`src/rtl/decode_dispatch_if.sv`:
```
// Bus bundle for the decode/dispatch stage: instruction queue, regfile,
// ROB, rename, dispatch packet and CDB signals.
interface decode_dispatch_if #(
   parameter int XLEN      = 32,
   parameter int ROB_WIDTH = 4,
   parameter int OP_WIDTH  = 6,
   parameter int REG_WIDTH = 5
) ();
   logic                 flush;
   logic                 inst_valid;
   logic [31:0]          inst;
   logic [XLEN-1:0]      inst_pc;
   logic                 inst_ready;
   logic [REG_WIDTH-1:0] rs1;
   logic [REG_WIDTH-1:0] rs2;
   logic [XLEN-1:0]      reg_value1;
   logic [XLEN-1:0]      reg_value2;
   logic                 reg_busy1;
   logic                 reg_busy2;
   logic [ROB_WIDTH-1:0] reg_tag1;
   logic [ROB_WIDTH-1:0] reg_tag2;
   logic [ROB_WIDTH-1:0] query_tag1;
   logic [ROB_WIDTH-1:0] query_tag2;
   logic                 rob_ready1;
   logic                 rob_ready2;
   logic [XLEN-1:0]      rob_value1;
   logic [XLEN-1:0]      rob_value2;
   logic [ROB_WIDTH-1:0] rob_alloc_tag;
   logic                 rob_full;
   logic                 rs_full;
   logic                 rename_en;
   logic [REG_WIDTH-1:0] rename_reg;
   logic [ROB_WIDTH-1:0] rename_tag;
   logic                 dispatch_valid;
   logic [OP_WIDTH-1:0]  out_op;
   logic [XLEN-1:0]      out_imm;
   logic [XLEN-1:0]      out_pc;
   logic [REG_WIDTH-1:0] out_rd;
   logic [ROB_WIDTH-1:0] out_dest_tag;
   logic [XLEN-1:0]      out_operand1;
   logic [XLEN-1:0]      out_operand2;
   logic [ROB_WIDTH-1:0] out_tag1;
   logic [ROB_WIDTH-1:0] out_tag2;
   logic                 cdb_valid;
   logic [ROB_WIDTH-1:0] cdb_tag;
   logic [XLEN-1:0]      cdb_value;

   modport slave (
      input  flush, inst_valid, inst, inst_pc,
      input  reg_value1, reg_value2, reg_busy1, reg_busy2,
      input  reg_tag1, reg_tag2,
      input  rob_ready1, rob_ready2, rob_value1, rob_value2,
      input  rob_alloc_tag, rob_full, rs_full,
      input  cdb_valid, cdb_tag, cdb_value,
      output inst_ready, rs1, rs2, query_tag1, query_tag2,
      output rename_en, rename_reg, rename_tag,
      output dispatch_valid, out_op, out_imm, out_pc, out_rd,
      output out_dest_tag, out_operand1, out_operand2,
      output out_tag1, out_tag2
   );

   modport master (
      output flush, inst_valid, inst, inst_pc,
      output reg_value1, reg_value2, reg_busy1, reg_busy2,
      output reg_tag1, reg_tag2,
      output rob_ready1, rob_ready2, rob_value1, rob_value2,
      output rob_alloc_tag, rob_full, rs_full,
      output cdb_valid, cdb_tag, cdb_value,
      input  inst_ready, rs1, rs2, query_tag1, query_tag2,
      input  rename_en, rename_reg, rename_tag,
      input  dispatch_valid, out_op, out_imm, out_pc, out_rd,
      input  out_dest_tag, out_operand1, out_operand2,
      input  out_tag1, out_tag2
   );
endinterface

```
`src/rtl/decode_dispatch.sv`:
```
// RV32I decode-and-dispatch stage with operand resolution and rename.
// Define DECODE_CDB_BYPASS_EN to capture CDB results for pending sources.
module decode_dispatch #(
   parameter int XLEN      = 32,
   parameter int ROB_WIDTH = 4,
   parameter int OP_WIDTH  = 6,
   parameter int REG_WIDTH = 5
) (
   input logic clk,
   input logic rst,
   decode_dispatch_if.slave io
);
   localparam logic [OP_WIDTH-1:0] OP_NOP   = OP_WIDTH'(0);
   localparam logic [OP_WIDTH-1:0] OP_ADD   = OP_WIDTH'(1);
   localparam logic [OP_WIDTH-1:0] OP_SUB   = OP_WIDTH'(2);
   localparam logic [OP_WIDTH-1:0] OP_SLL   = OP_WIDTH'(3);
   localparam logic [OP_WIDTH-1:0] OP_SLT   = OP_WIDTH'(4);
   localparam logic [OP_WIDTH-1:0] OP_SLTU  = OP_WIDTH'(5);
   localparam logic [OP_WIDTH-1:0] OP_XOR   = OP_WIDTH'(6);
   localparam logic [OP_WIDTH-1:0] OP_SRL   = OP_WIDTH'(7);
   localparam logic [OP_WIDTH-1:0] OP_SRA   = OP_WIDTH'(8);
   localparam logic [OP_WIDTH-1:0] OP_OR    = OP_WIDTH'(9);
   localparam logic [OP_WIDTH-1:0] OP_AND   = OP_WIDTH'(10);
   localparam logic [OP_WIDTH-1:0] OP_LUI   = OP_WIDTH'(11);
   localparam logic [OP_WIDTH-1:0] OP_AUIPC = OP_WIDTH'(12);
   localparam logic [OP_WIDTH-1:0] OP_JAL   = OP_WIDTH'(13);
   localparam logic [OP_WIDTH-1:0] OP_JALR  = OP_WIDTH'(14);
   localparam logic [OP_WIDTH-1:0] OP_BEQ   = OP_WIDTH'(15);
   localparam logic [OP_WIDTH-1:0] OP_BNE   = OP_WIDTH'(16);
   localparam logic [OP_WIDTH-1:0] OP_BLT   = OP_WIDTH'(17);
   localparam logic [OP_WIDTH-1:0] OP_BGE   = OP_WIDTH'(18);
   localparam logic [OP_WIDTH-1:0] OP_BLTU  = OP_WIDTH'(19);
   localparam logic [OP_WIDTH-1:0] OP_BGEU  = OP_WIDTH'(20);
   localparam logic [OP_WIDTH-1:0] OP_LB    = OP_WIDTH'(21);
   localparam logic [OP_WIDTH-1:0] OP_LH    = OP_WIDTH'(22);
   localparam logic [OP_WIDTH-1:0] OP_LW    = OP_WIDTH'(23);
   localparam logic [OP_WIDTH-1:0] OP_LBU   = OP_WIDTH'(24);
   localparam logic [OP_WIDTH-1:0] OP_LHU   = OP_WIDTH'(25);
   localparam logic [OP_WIDTH-1:0] OP_SB    = OP_WIDTH'(26);
   localparam logic [OP_WIDTH-1:0] OP_SH    = OP_WIDTH'(27);
   localparam logic [OP_WIDTH-1:0] OP_SW    = OP_WIDTH'(28);

   localparam logic [6:0] OPC_LUI    = 7'b0110111;
   localparam logic [6:0] OPC_AUIPC  = 7'b0010111;
   localparam logic [6:0] OPC_JAL    = 7'b1101111;
   localparam logic [6:0] OPC_JALR   = 7'b1100111;
   localparam logic [6:0] OPC_BRANCH = 7'b1100011;
   localparam logic [6:0] OPC_LOAD   = 7'b0000011;
   localparam logic [6:0] OPC_STORE  = 7'b0100011;
   localparam logic [6:0] OPC_OPIMM  = 7'b0010011;
   localparam logic [6:0] OPC_OP     = 7'b0110011;

   typedef struct packed {
      logic [OP_WIDTH-1:0]  op;
      logic [31:0]          imm;
      logic [REG_WIDTH-1:0] rd;
      logic [REG_WIDTH-1:0] s1;
      logic [REG_WIDTH-1:0] s2;
   } dec_t;

   typedef struct packed {
      logic [XLEN-1:0]      val;
      logic [ROB_WIDTH-1:0] tag;
   } res_t;

   function automatic logic [OP_WIDTH-1:0] alu_op(
      input logic [2:0] f3,
      input logic       alt,
      input logic       reg_form
   );
      case (f3)
         3'b000:  alu_op = (reg_form && alt) ? OP_SUB : OP_ADD;
         3'b001:  alu_op = OP_SLL;
         3'b010:  alu_op = OP_SLT;
         3'b011:  alu_op = OP_SLTU;
         3'b100:  alu_op = OP_XOR;
         3'b101:  alu_op = alt ? OP_SRA : OP_SRL;
         3'b110:  alu_op = OP_OR;
         default: alu_op = OP_AND;
      endcase
   endfunction

   function automatic res_t resolve(
      input logic [REG_WIDTH-1:0] rs,
      input logic                 busy,
      input logic [ROB_WIDTH-1:0] tag,
      input logic                 rdy,
      input logic [XLEN-1:0]      rval,
      input logic [XLEN-1:0]      bval
   );
      res_t r;
      r = '0;
      if (rs != '0) begin
         if (!busy)
            r.val = rval;
         else if (rdy)
            r.val = bval;
         else
            r.tag = tag;
      end
      return r;
   endfunction

   logic                 d_valid;
   logic [31:0]          d_inst;
   logic [XLEN-1:0]      d_pc;
   logic                 fire;
   logic                 capture;
   logic                 legal;
   dec_t                 dec;
   res_t                 res1;
   res_t                 res2;
   logic [6:0]           opc;
   logic [2:0]           f3;
   logic [31:0]          imm_i, imm_s, imm_b, imm_u, imm_j;
   logic [REG_WIDTH-1:0] rd_f, rs1_f, rs2_f;

   assign opc   = d_inst[6:0];
   assign f3    = d_inst[14:12];
   assign rd_f  = REG_WIDTH'(d_inst[11:7]);
   assign rs1_f = REG_WIDTH'(d_inst[19:15]);
   assign rs2_f = REG_WIDTH'(d_inst[24:20]);

   assign imm_i = {{20{d_inst[31]}}, d_inst[31:20]};
   assign imm_s = {{20{d_inst[31]}}, d_inst[31:25], d_inst[11:7]};
   assign imm_b = {{19{d_inst[31]}}, d_inst[31], d_inst[7],
                   d_inst[30:25], d_inst[11:8], 1'b0};
   assign imm_u = {d_inst[31:12], 12'b0};
   assign imm_j = {{11{d_inst[31]}}, d_inst[31], d_inst[19:12],
                   d_inst[20], d_inst[30:21], 1'b0};

   always_comb begin
      dec   = '0;
      legal = 1'b1;
      case (opc)
         OPC_OPIMM: begin
            dec.op  = alu_op(f3, d_inst[30], 1'b0);
            dec.imm = imm_i;
            dec.rd  = rd_f;
            dec.s1  = rs1_f;
         end
         OPC_OP: begin
            dec.op = alu_op(f3, d_inst[30], 1'b1);
            dec.rd = rd_f;
            dec.s1 = rs1_f;
            dec.s2 = rs2_f;
         end
         OPC_LUI: begin
            dec.op  = OP_LUI;
            dec.imm = imm_u;
            dec.rd  = rd_f;
         end
         OPC_AUIPC: begin
            dec.op  = OP_AUIPC;
            dec.imm = imm_u;
            dec.rd  = rd_f;
         end
         OPC_JAL: begin
            dec.op  = OP_JAL;
            dec.imm = imm_j;
            dec.rd  = rd_f;
         end
         OPC_JALR: begin
            if (f3 == 3'b000) begin
               dec.op  = OP_JALR;
               dec.imm = imm_i;
               dec.rd  = rd_f;
               dec.s1  = rs1_f;
            end
         end
         OPC_BRANCH: begin
            case (f3)
               3'b000:  dec.op = OP_BEQ;
               3'b001:  dec.op = OP_BNE;
               3'b100:  dec.op = OP_BLT;
               3'b101:  dec.op = OP_BGE;
               3'b110:  dec.op = OP_BLTU;
               3'b111:  dec.op = OP_BGEU;
               default: legal  = 1'b0;
            endcase
            if (legal) begin
               dec.imm = imm_b;
               dec.s1  = rs1_f;
               dec.s2  = rs2_f;
            end
         end
         OPC_LOAD: begin
            case (f3)
               3'b000:  dec.op = OP_LB;
               3'b001:  dec.op = OP_LH;
               3'b010:  dec.op = OP_LW;
               3'b100:  dec.op = OP_LBU;
               3'b101:  dec.op = OP_LHU;
               default: legal  = 1'b0;
            endcase
            if (legal) begin
               dec.imm = imm_i;
               dec.rd  = rd_f;
               dec.s1  = rs1_f;
            end
         end
         OPC_STORE: begin
            case (f3)
               3'b000:  dec.op = OP_SB;
               3'b001:  dec.op = OP_SH;
               3'b010:  dec.op = OP_SW;
               default: legal  = 1'b0;
            endcase
            if (legal) begin
               dec.imm = imm_s;
               dec.s1  = rs1_f;
               dec.s2  = rs2_f;
            end
         end
         default: legal = 1'b0;
      endcase
   end

   always_comb begin
      res1 = resolve(dec.s1, io.reg_busy1, io.reg_tag1,
                     io.rob_ready1, io.reg_value1, io.rob_value1);
      res2 = resolve(dec.s2, io.reg_busy2, io.reg_tag2,
                     io.rob_ready2, io.reg_value2, io.rob_value2);
`ifdef DECODE_CDB_BYPASS_EN
      // A nonzero tag here already means the ROB lacked the result.
      if (res1.tag != '0 && io.cdb_valid && io.cdb_tag == res1.tag) begin
         res1.val = io.cdb_value;
         res1.tag = '0;
      end
      if (res2.tag != '0 && io.cdb_valid && io.cdb_tag == res2.tag) begin
         res2.val = io.cdb_value;
         res2.tag = '0;
      end
`endif
   end

`ifndef DECODE_CDB_BYPASS_EN
   logic unused_cdb;
   assign unused_cdb = ^{io.cdb_valid, io.cdb_tag, io.cdb_value};
`endif

   assign fire    = d_valid && !io.rob_full && !io.rs_full && !io.flush;
   assign capture = io.inst_valid && io.inst_ready && !io.flush;

   assign io.inst_ready = !d_valid || fire;
   assign io.rs1        = dec.s1;
   assign io.rs2        = dec.s2;
   assign io.query_tag1 = (dec.s1 != '0 && io.reg_busy1) ? io.reg_tag1 : '0;
   assign io.query_tag2 = (dec.s2 != '0 && io.reg_busy2) ? io.reg_tag2 : '0;
   assign io.rename_en  = fire && (dec.rd != '0);
   assign io.rename_reg = dec.rd;
   assign io.rename_tag = io.rob_alloc_tag;

   always_ff @(posedge clk) begin
      if (rst) begin
         d_valid           <= 1'b0;
         d_inst            <= '0;
         d_pc              <= '0;
         io.dispatch_valid <= 1'b0;
         io.out_op         <= OP_NOP;
         io.out_imm        <= '0;
         io.out_pc         <= '0;
         io.out_rd         <= '0;
         io.out_dest_tag   <= '0;
         io.out_operand1   <= '0;
         io.out_operand2   <= '0;
         io.out_tag1       <= '0;
         io.out_tag2       <= '0;
      end else begin
         io.dispatch_valid <= fire;
         if (io.flush) begin
            d_valid <= 1'b0;
         end else if (capture) begin
            d_valid <= 1'b1;
            d_inst  <= io.inst;
            d_pc    <= io.inst_pc;
         end else if (fire) begin
            d_valid <= 1'b0;
         end
         if (fire) begin
            io.out_op       <= dec.op;
            io.out_imm      <= XLEN'($signed(dec.imm));
            io.out_pc       <= d_pc;
            io.out_rd       <= dec.rd;
            io.out_dest_tag <= io.rob_alloc_tag;
            io.out_operand1 <= res1.val;
            io.out_operand2 <= res2.val;
            io.out_tag1     <= res1.tag;
            io.out_tag2     <= res2.tag;
         end
      end
   end
endmodule
```
`src/flat_wrapper.sv`:
```
// flat-port wrapper written by rule: the top's interface ports become plain ports
module decode_dispatch_flat 
#(
   parameter int XLEN      = 32,
   parameter int ROB_WIDTH = 4,
   parameter int OP_WIDTH  = 6,
   parameter int REG_WIDTH = 5
)
  (clk, rst, io_flush, io_inst_valid, io_inst, io_inst_pc, io_reg_value1, io_reg_value2, io_reg_busy1, io_reg_busy2, io_reg_tag1, io_reg_tag2, io_rob_ready1, io_rob_ready2, io_rob_value1, io_rob_value2, io_rob_alloc_tag, io_rob_full, io_rs_full, io_cdb_valid, io_cdb_tag, io_cdb_value, io_inst_ready, io_rs1, io_rs2, io_query_tag1, io_query_tag2, io_rename_en, io_rename_reg, io_rename_tag, io_dispatch_valid, io_out_op, io_out_imm, io_out_pc, io_out_rd, io_out_dest_tag, io_out_operand1, io_out_operand2, io_out_tag1, io_out_tag2);
  decode_dispatch_if #(.XLEN(XLEN), .ROB_WIDTH(ROB_WIDTH), .OP_WIDTH(OP_WIDTH), .REG_WIDTH(REG_WIDTH)) io_i ();
  input logic clk;
  input logic rst;
  input wire logic [$bits(io_i.flush)-1:0] io_flush;
  input wire logic [$bits(io_i.inst_valid)-1:0] io_inst_valid;
  input wire logic [$bits(io_i.inst)-1:0] io_inst;
  input wire logic [$bits(io_i.inst_pc)-1:0] io_inst_pc;
  input wire logic [$bits(io_i.reg_value1)-1:0] io_reg_value1;
  input wire logic [$bits(io_i.reg_value2)-1:0] io_reg_value2;
  input wire logic [$bits(io_i.reg_busy1)-1:0] io_reg_busy1;
  input wire logic [$bits(io_i.reg_busy2)-1:0] io_reg_busy2;
  input wire logic [$bits(io_i.reg_tag1)-1:0] io_reg_tag1;
  input wire logic [$bits(io_i.reg_tag2)-1:0] io_reg_tag2;
  input wire logic [$bits(io_i.rob_ready1)-1:0] io_rob_ready1;
  input wire logic [$bits(io_i.rob_ready2)-1:0] io_rob_ready2;
  input wire logic [$bits(io_i.rob_value1)-1:0] io_rob_value1;
  input wire logic [$bits(io_i.rob_value2)-1:0] io_rob_value2;
  input wire logic [$bits(io_i.rob_alloc_tag)-1:0] io_rob_alloc_tag;
  input wire logic [$bits(io_i.rob_full)-1:0] io_rob_full;
  input wire logic [$bits(io_i.rs_full)-1:0] io_rs_full;
  input wire logic [$bits(io_i.cdb_valid)-1:0] io_cdb_valid;
  input wire logic [$bits(io_i.cdb_tag)-1:0] io_cdb_tag;
  input wire logic [$bits(io_i.cdb_value)-1:0] io_cdb_value;
  output wire logic [$bits(io_i.inst_ready)-1:0] io_inst_ready;
  output wire logic [$bits(io_i.rs1)-1:0] io_rs1;
  output wire logic [$bits(io_i.rs2)-1:0] io_rs2;
  output wire logic [$bits(io_i.query_tag1)-1:0] io_query_tag1;
  output wire logic [$bits(io_i.query_tag2)-1:0] io_query_tag2;
  output wire logic [$bits(io_i.rename_en)-1:0] io_rename_en;
  output wire logic [$bits(io_i.rename_reg)-1:0] io_rename_reg;
  output wire logic [$bits(io_i.rename_tag)-1:0] io_rename_tag;
  output wire logic [$bits(io_i.dispatch_valid)-1:0] io_dispatch_valid;
  output wire logic [$bits(io_i.out_op)-1:0] io_out_op;
  output wire logic [$bits(io_i.out_imm)-1:0] io_out_imm;
  output wire logic [$bits(io_i.out_pc)-1:0] io_out_pc;
  output wire logic [$bits(io_i.out_rd)-1:0] io_out_rd;
  output wire logic [$bits(io_i.out_dest_tag)-1:0] io_out_dest_tag;
  output wire logic [$bits(io_i.out_operand1)-1:0] io_out_operand1;
  output wire logic [$bits(io_i.out_operand2)-1:0] io_out_operand2;
  output wire logic [$bits(io_i.out_tag1)-1:0] io_out_tag1;
  output wire logic [$bits(io_i.out_tag2)-1:0] io_out_tag2;
  assign io_i.flush = io_flush;
  assign io_i.inst_valid = io_inst_valid;
  assign io_i.inst = io_inst;
  assign io_i.inst_pc = io_inst_pc;
  assign io_i.reg_value1 = io_reg_value1;
  assign io_i.reg_value2 = io_reg_value2;
  assign io_i.reg_busy1 = io_reg_busy1;
  assign io_i.reg_busy2 = io_reg_busy2;
  assign io_i.reg_tag1 = io_reg_tag1;
  assign io_i.reg_tag2 = io_reg_tag2;
  assign io_i.rob_ready1 = io_rob_ready1;
  assign io_i.rob_ready2 = io_rob_ready2;
  assign io_i.rob_value1 = io_rob_value1;
  assign io_i.rob_value2 = io_rob_value2;
  assign io_i.rob_alloc_tag = io_rob_alloc_tag;
  assign io_i.rob_full = io_rob_full;
  assign io_i.rs_full = io_rs_full;
  assign io_i.cdb_valid = io_cdb_valid;
  assign io_i.cdb_tag = io_cdb_tag;
  assign io_i.cdb_value = io_cdb_value;
  assign io_inst_ready = io_i.inst_ready;
  assign io_rs1 = io_i.rs1;
  assign io_rs2 = io_i.rs2;
  assign io_query_tag1 = io_i.query_tag1;
  assign io_query_tag2 = io_i.query_tag2;
  assign io_rename_en = io_i.rename_en;
  assign io_rename_reg = io_i.rename_reg;
  assign io_rename_tag = io_i.rename_tag;
  assign io_dispatch_valid = io_i.dispatch_valid;
  assign io_out_op = io_i.out_op;
  assign io_out_imm = io_i.out_imm;
  assign io_out_pc = io_i.out_pc;
  assign io_out_rd = io_i.out_rd;
  assign io_out_dest_tag = io_i.out_dest_tag;
  assign io_out_operand1 = io_i.out_operand1;
  assign io_out_operand2 = io_i.out_operand2;
  assign io_out_tag1 = io_i.out_tag1;
  assign io_out_tag2 = io_i.out_tag2;
  decode_dispatch #(.XLEN(XLEN), .ROB_WIDTH(ROB_WIDTH), .OP_WIDTH(OP_WIDTH), .REG_WIDTH(REG_WIDTH)) u_core (.clk(clk), .rst(rst), .io(io_i));
endmodule
```
`config.mk`:
```
export PLATFORM = sky130hd
export DESIGN_NAME = decode_dispatch_flat
export DESIGN_NICKNAME = d
export VERILOG_FILES = /design/src/rtl/decode_dispatch_if.sv /design/src/rtl/decode_dispatch.sv /design/src/flat_wrapper.sv
export SDC_FILE = /design/constraint.sdc
export NUM_CORES = 1
export LEC_CHECK = 0
export BUFFER_PORTS_ARGS = -buffer_cell sky130_fd_sc_hd__buf_2
export CAP_MARGIN = 25
export CORE_AREA = 2 2 170 172
export DETAILED_ROUTE_END_ITERATION = 12
export DIE_AREA = 0 0 172 174
export HOLD_SLACK_MARGIN = 0.02
export PLACE_DENSITY = 0.74
export SLEW_MARGIN = 0
export SYNTH_ARGS = -nofsm -noshare
export SYNTH_HDL_FRONTEND = slang
export SYNTH_SLANG_ARGS = --single-unit
```
`constraint.sdc`:
```
create_clock -name clk -period 1.75 [get_ports clk]
set_clock_uncertainty 0.05 [all_clocks]
set_input_delay 0.2625 -clock clk [delete_from_list [all_inputs] [get_ports clk]]
set_output_delay 0.2625 -clock clk [all_outputs]
set_load 0.02 [all_outputs]
```
==> summary.md <==
### Outcome
- **status** finished, violations left
- **violated checks** negative setup slack

### Logic synthesis
- **Post-synth EDFFs** 0
- **dominant register cell in the synthesized netlist** dfxtp_1
- **mean area per synthesized cell** 7.95 um^2
- **Gate Count Post-Synth** 1153
- **proportion of register bits with asynchronous set or reset after synthesis** 0%
- **warning count from the yosys run** 0
- **#FFs+latches synth** 216
- **cell area after synthesis** 0.00917 mm^2
- **Seq/Total Area, Yosys** 47.2%
- **Syn Nets** 1404
- **post-synth cell types** 65

### Cells and area
- **most frequent cells in the layout** 368 x buf_2, 220 x nand2_1, 206 x dfxtp_1
- **ratio of cells with drive above 1 in the final layout** 48.8%
- **area taken by multi-input logic gates** 0.00548 mm^2
- **final-layout fill cell count** 2319
- **number of nets in the layout** 2006
- **leading cell type in the layout, fill and taps excluded** buf_2
- **area of all sequential standard cells** 0.00435 mm^2
- **Layout area overhead** 81.5%

### Clock network
- **Clock Pin Slew Worst Setup and Hold Paths** 60 ps
- **CTS sink cnt** 216
- **CTS tree** built
- **CTS H-tree lvls** 1
- **clock latency reported for the late side of the worst-skew pair** 520 ps
- **Max clock buf depth** 3
- **buffer cell driving the clock tree root** clkbuf_16
- **CTS Buf Count** 24

### Die
- **Initial Utilization** 32.5%
- **area of the die** 0.0299 mm^2
- **Die X** 172 um
- **number of I/O pins** 432
- **floorplan die height** 174 um
- **row count** 62
- **standard cell core area** 0.0282 mm^2

### Critical path
- **data required time at the worst endpoint** 1440 ps
- **arrival time of data at the critical path endpoint** 2130 ps
- **CP Launch Type** register
- **Worst path most repeated cell** buf_6
- **delay contributed by the slowest stage of the critical path** 370 ps
- **worst-path maximum fanout** 8
- **Setup crit end kind** output port
- **worst path buffer plus inverter count** 3
- **Critical Path Slowest Stage Cell** dfxtp_4
- **cell family with the largest share of critical-path delay** compound AO/OA/AOI/OAI gates
- **critical path class** reg -> out
- **cells along the critical path** buf_6 -> nor3_4 -> a31oi_4 -> o211ai_1 -> buf_4 -> o311a_4 -> buf_6

### Global route
- **maximum number of pins on one net before global-route repair** 70
- **via count of the first global-routing pass** 10382
- **total track usage** 23.4%
- **first-pass GRT wire length** 55000 um
- **number of antenna violations at the first check in global routing** 4
- **Remaining Overflow, GRT** 0

### STA
- **max-slew headroom at the worst pin** 46.1%
- **Final Hold Violating Endpoints** 0
- **Least-Margin Pin Slew** 808 ps
- **final setup margin** -690 ps
- **worst hold slack** 33.1 ps
- **final total negative setup slack** -57810 ps
- **count of pins over their slew limit** 0
- **Final min period** 2440 ps
- **highest clock rate** 410 MHz
- **post-route fraction of the period consumed by the critical path** 139%
- **number of failing setup endpoints in the final timing report** 200
- **RSZ-0062 raised after global routing** true

### Min path
- **min-delay worst type** in -> reg

### Drt
- **final routed wirelength across all metal layers** 41400 um
- **vias after detailed routing** 11006
- **Detailed Route Iter0 Violations** 584
- **via-per-instance ratio** 5.10
- **DR pass1 iterations** 5
- **Residual DRC** 0
- **Antenna Violating Nets Remaining** 0
- **average routed wire per standard cell** 19.2 um

### Placement
- **gp weighted congestion** 0.858
- **final HPWL from detailed placement** 25300 um
- **number of I/O port buffers** 393

### Power
- **power per cell area** 768 mW/mm^2
- **maximum vdd ir drop** 0.717 mV
- **standby leakage power** 0.00744 uW

### Run
- **MaxCap Viol Count** 0

power breakdown:
| group | total, uW | leakage (uW) | internal [uW] | switching, uW |
|---|---|---|---|---|
| logic | 1600 | 0.00523 | 804 | 792 |
| registers | 5080 | 0.00175 | 4990 | 93.6 |
| clock network | 6110 | 0.000459 | 3970 | 2140 |
| total | 12800 | 0.00744 | 9760 | 3020 |
worst register-to-register path: cells and delay by family (launching register included):
kind / cells / cell delay, ps
simple gates: 1 / 270
buf+inv: 7 / 910
flops: 1 / 370
compound gates: 4 / 570
per-layer routing:
layer	share of wire (%)	GRT usage, %	wire (um)	vias up
li1	-	-	-	5128
met1	36	24.8	14800	5192
met2	51	43.2	21000	556
met3	8.1	5.62	3340	128
met4	5.5	10.6	2300	2
met5	0.017	0	7	-
kinds of logic after synthesis:
logic type,Yosys count,share of synthesized area [%]
and+or+nand+nor,462,23.3
AOI/OAI and AO/OA,330,22.3
DFF,216,47.2
buffers and inverters,144,7.22
other,1,0.0409
cell usage after synthesis (3+ instances only):
cell type | count | area [um^2]
nand2_1 | 290 | 1090
dfxtp_1 | 216 | 4320
a21oi_1 | 139 | 696
o21ai_0 | 77 | 385
clkbuf_1 | 63 | 236
nor2_1 | 53 | 199
nor2b_1 | 40 | 250
a22oi_1 | 37 | 278
inv_1 | 35 | 131
buf_4 | 22 | 165
a221o_1 | 20 | 200
buf_2 | 19 | 95.1
and2_1 | 18 | 113
a32o_1 | 15 | 150
nor3_1 | 13 | 65.1
a31oi_1 | 7 | 43.8
and3_1 | 6 | 37.5
a211oi_1 | 5 | 37.5
nand2b_1 | 5 | 31.3
o21ai_1 | 5 | 25.0
a22o_1 | 4 | 35.0
nand3_1 | 3 | 15.0
o21a_1 | 3 | 22.5
or3_1 | 3 | 18.8
registers in the layout, summed over array words and instances, names as in the netlist:
name	flops
u_core.d_inst	32
u_core.d_pc	32
u_core.io.out_imm	32
u_core.io.out_operand1	32
u_core.io.out_operand2	32
u_core.io.out_pc	32
u_core.io.out_op	5
u_core.io.out_rd	5
u_core.io.out_dest_tag	4
u_core.io.out_tag1	4
u_core.io.out_tag2	4
u_core.d_valid	1
u_core.io.dispatch_valid	1
per-stage QoR:
stage | power (uW) | setup WS (ps) | cell area, um^2 | cells | util, %
2_1_floorplan | 5610 | -67.5 | 9340 | 1153 | -
3_3_place_gp | 6110 | -461 | 12100 | 1931 | 43.0
3_5_place_dp | 6130 | -458 | 12200 | 1932 | 43.1
4_1_cts | 12500 | -679 | 14900 | 2109 | 52.6
5_1_grt | 13200 | -734 | 16600 | 2159 | 58.9
6_report | 12800 | -690 | 16600 | 2159 | 58.9
repair_timing:
item,CTS,global route
hold buffers,109,0
buffers inserted,25,33
endpoints found under the setup margin,239,240
hold endpoints to repair,108,0
resized for setup,108,325
pin swaps,26,158
cloned,5,16
worst paths after layout:
| path | startpoint | to | slack [ps] | cells past startpoint |
|---|---|---|---|---|
| hold reg to reg | u_core.io.out_operand1[12] | u_core.io.out_operand1[12] | 400 | 2 |
| hold / removal | io_rob_value2[22] | u_core.io.out_operand2[22] | 30 | 5 |
| setup / recovery | u_core.d_inst[13] | io_rename_en | -690 | 7 |
| setup reg to reg | u_core.d_inst[13] | u_core.io.out_imm[2] | -490 | 12 |
final cells by class:
class | instances | share of cell area (%)
inverter | 36 | 0.842
sequential | 216 | 26.1
clock buffer | 30 | 3.93
multi-input combinational | 794 | 33.0
clock inverter | 13 | 1.76
tap | 384 | 2.89
antenna | 3 | 0.0451
timing repair buffer | 683 | 31.4
Power figures use the tool's default switching activity.
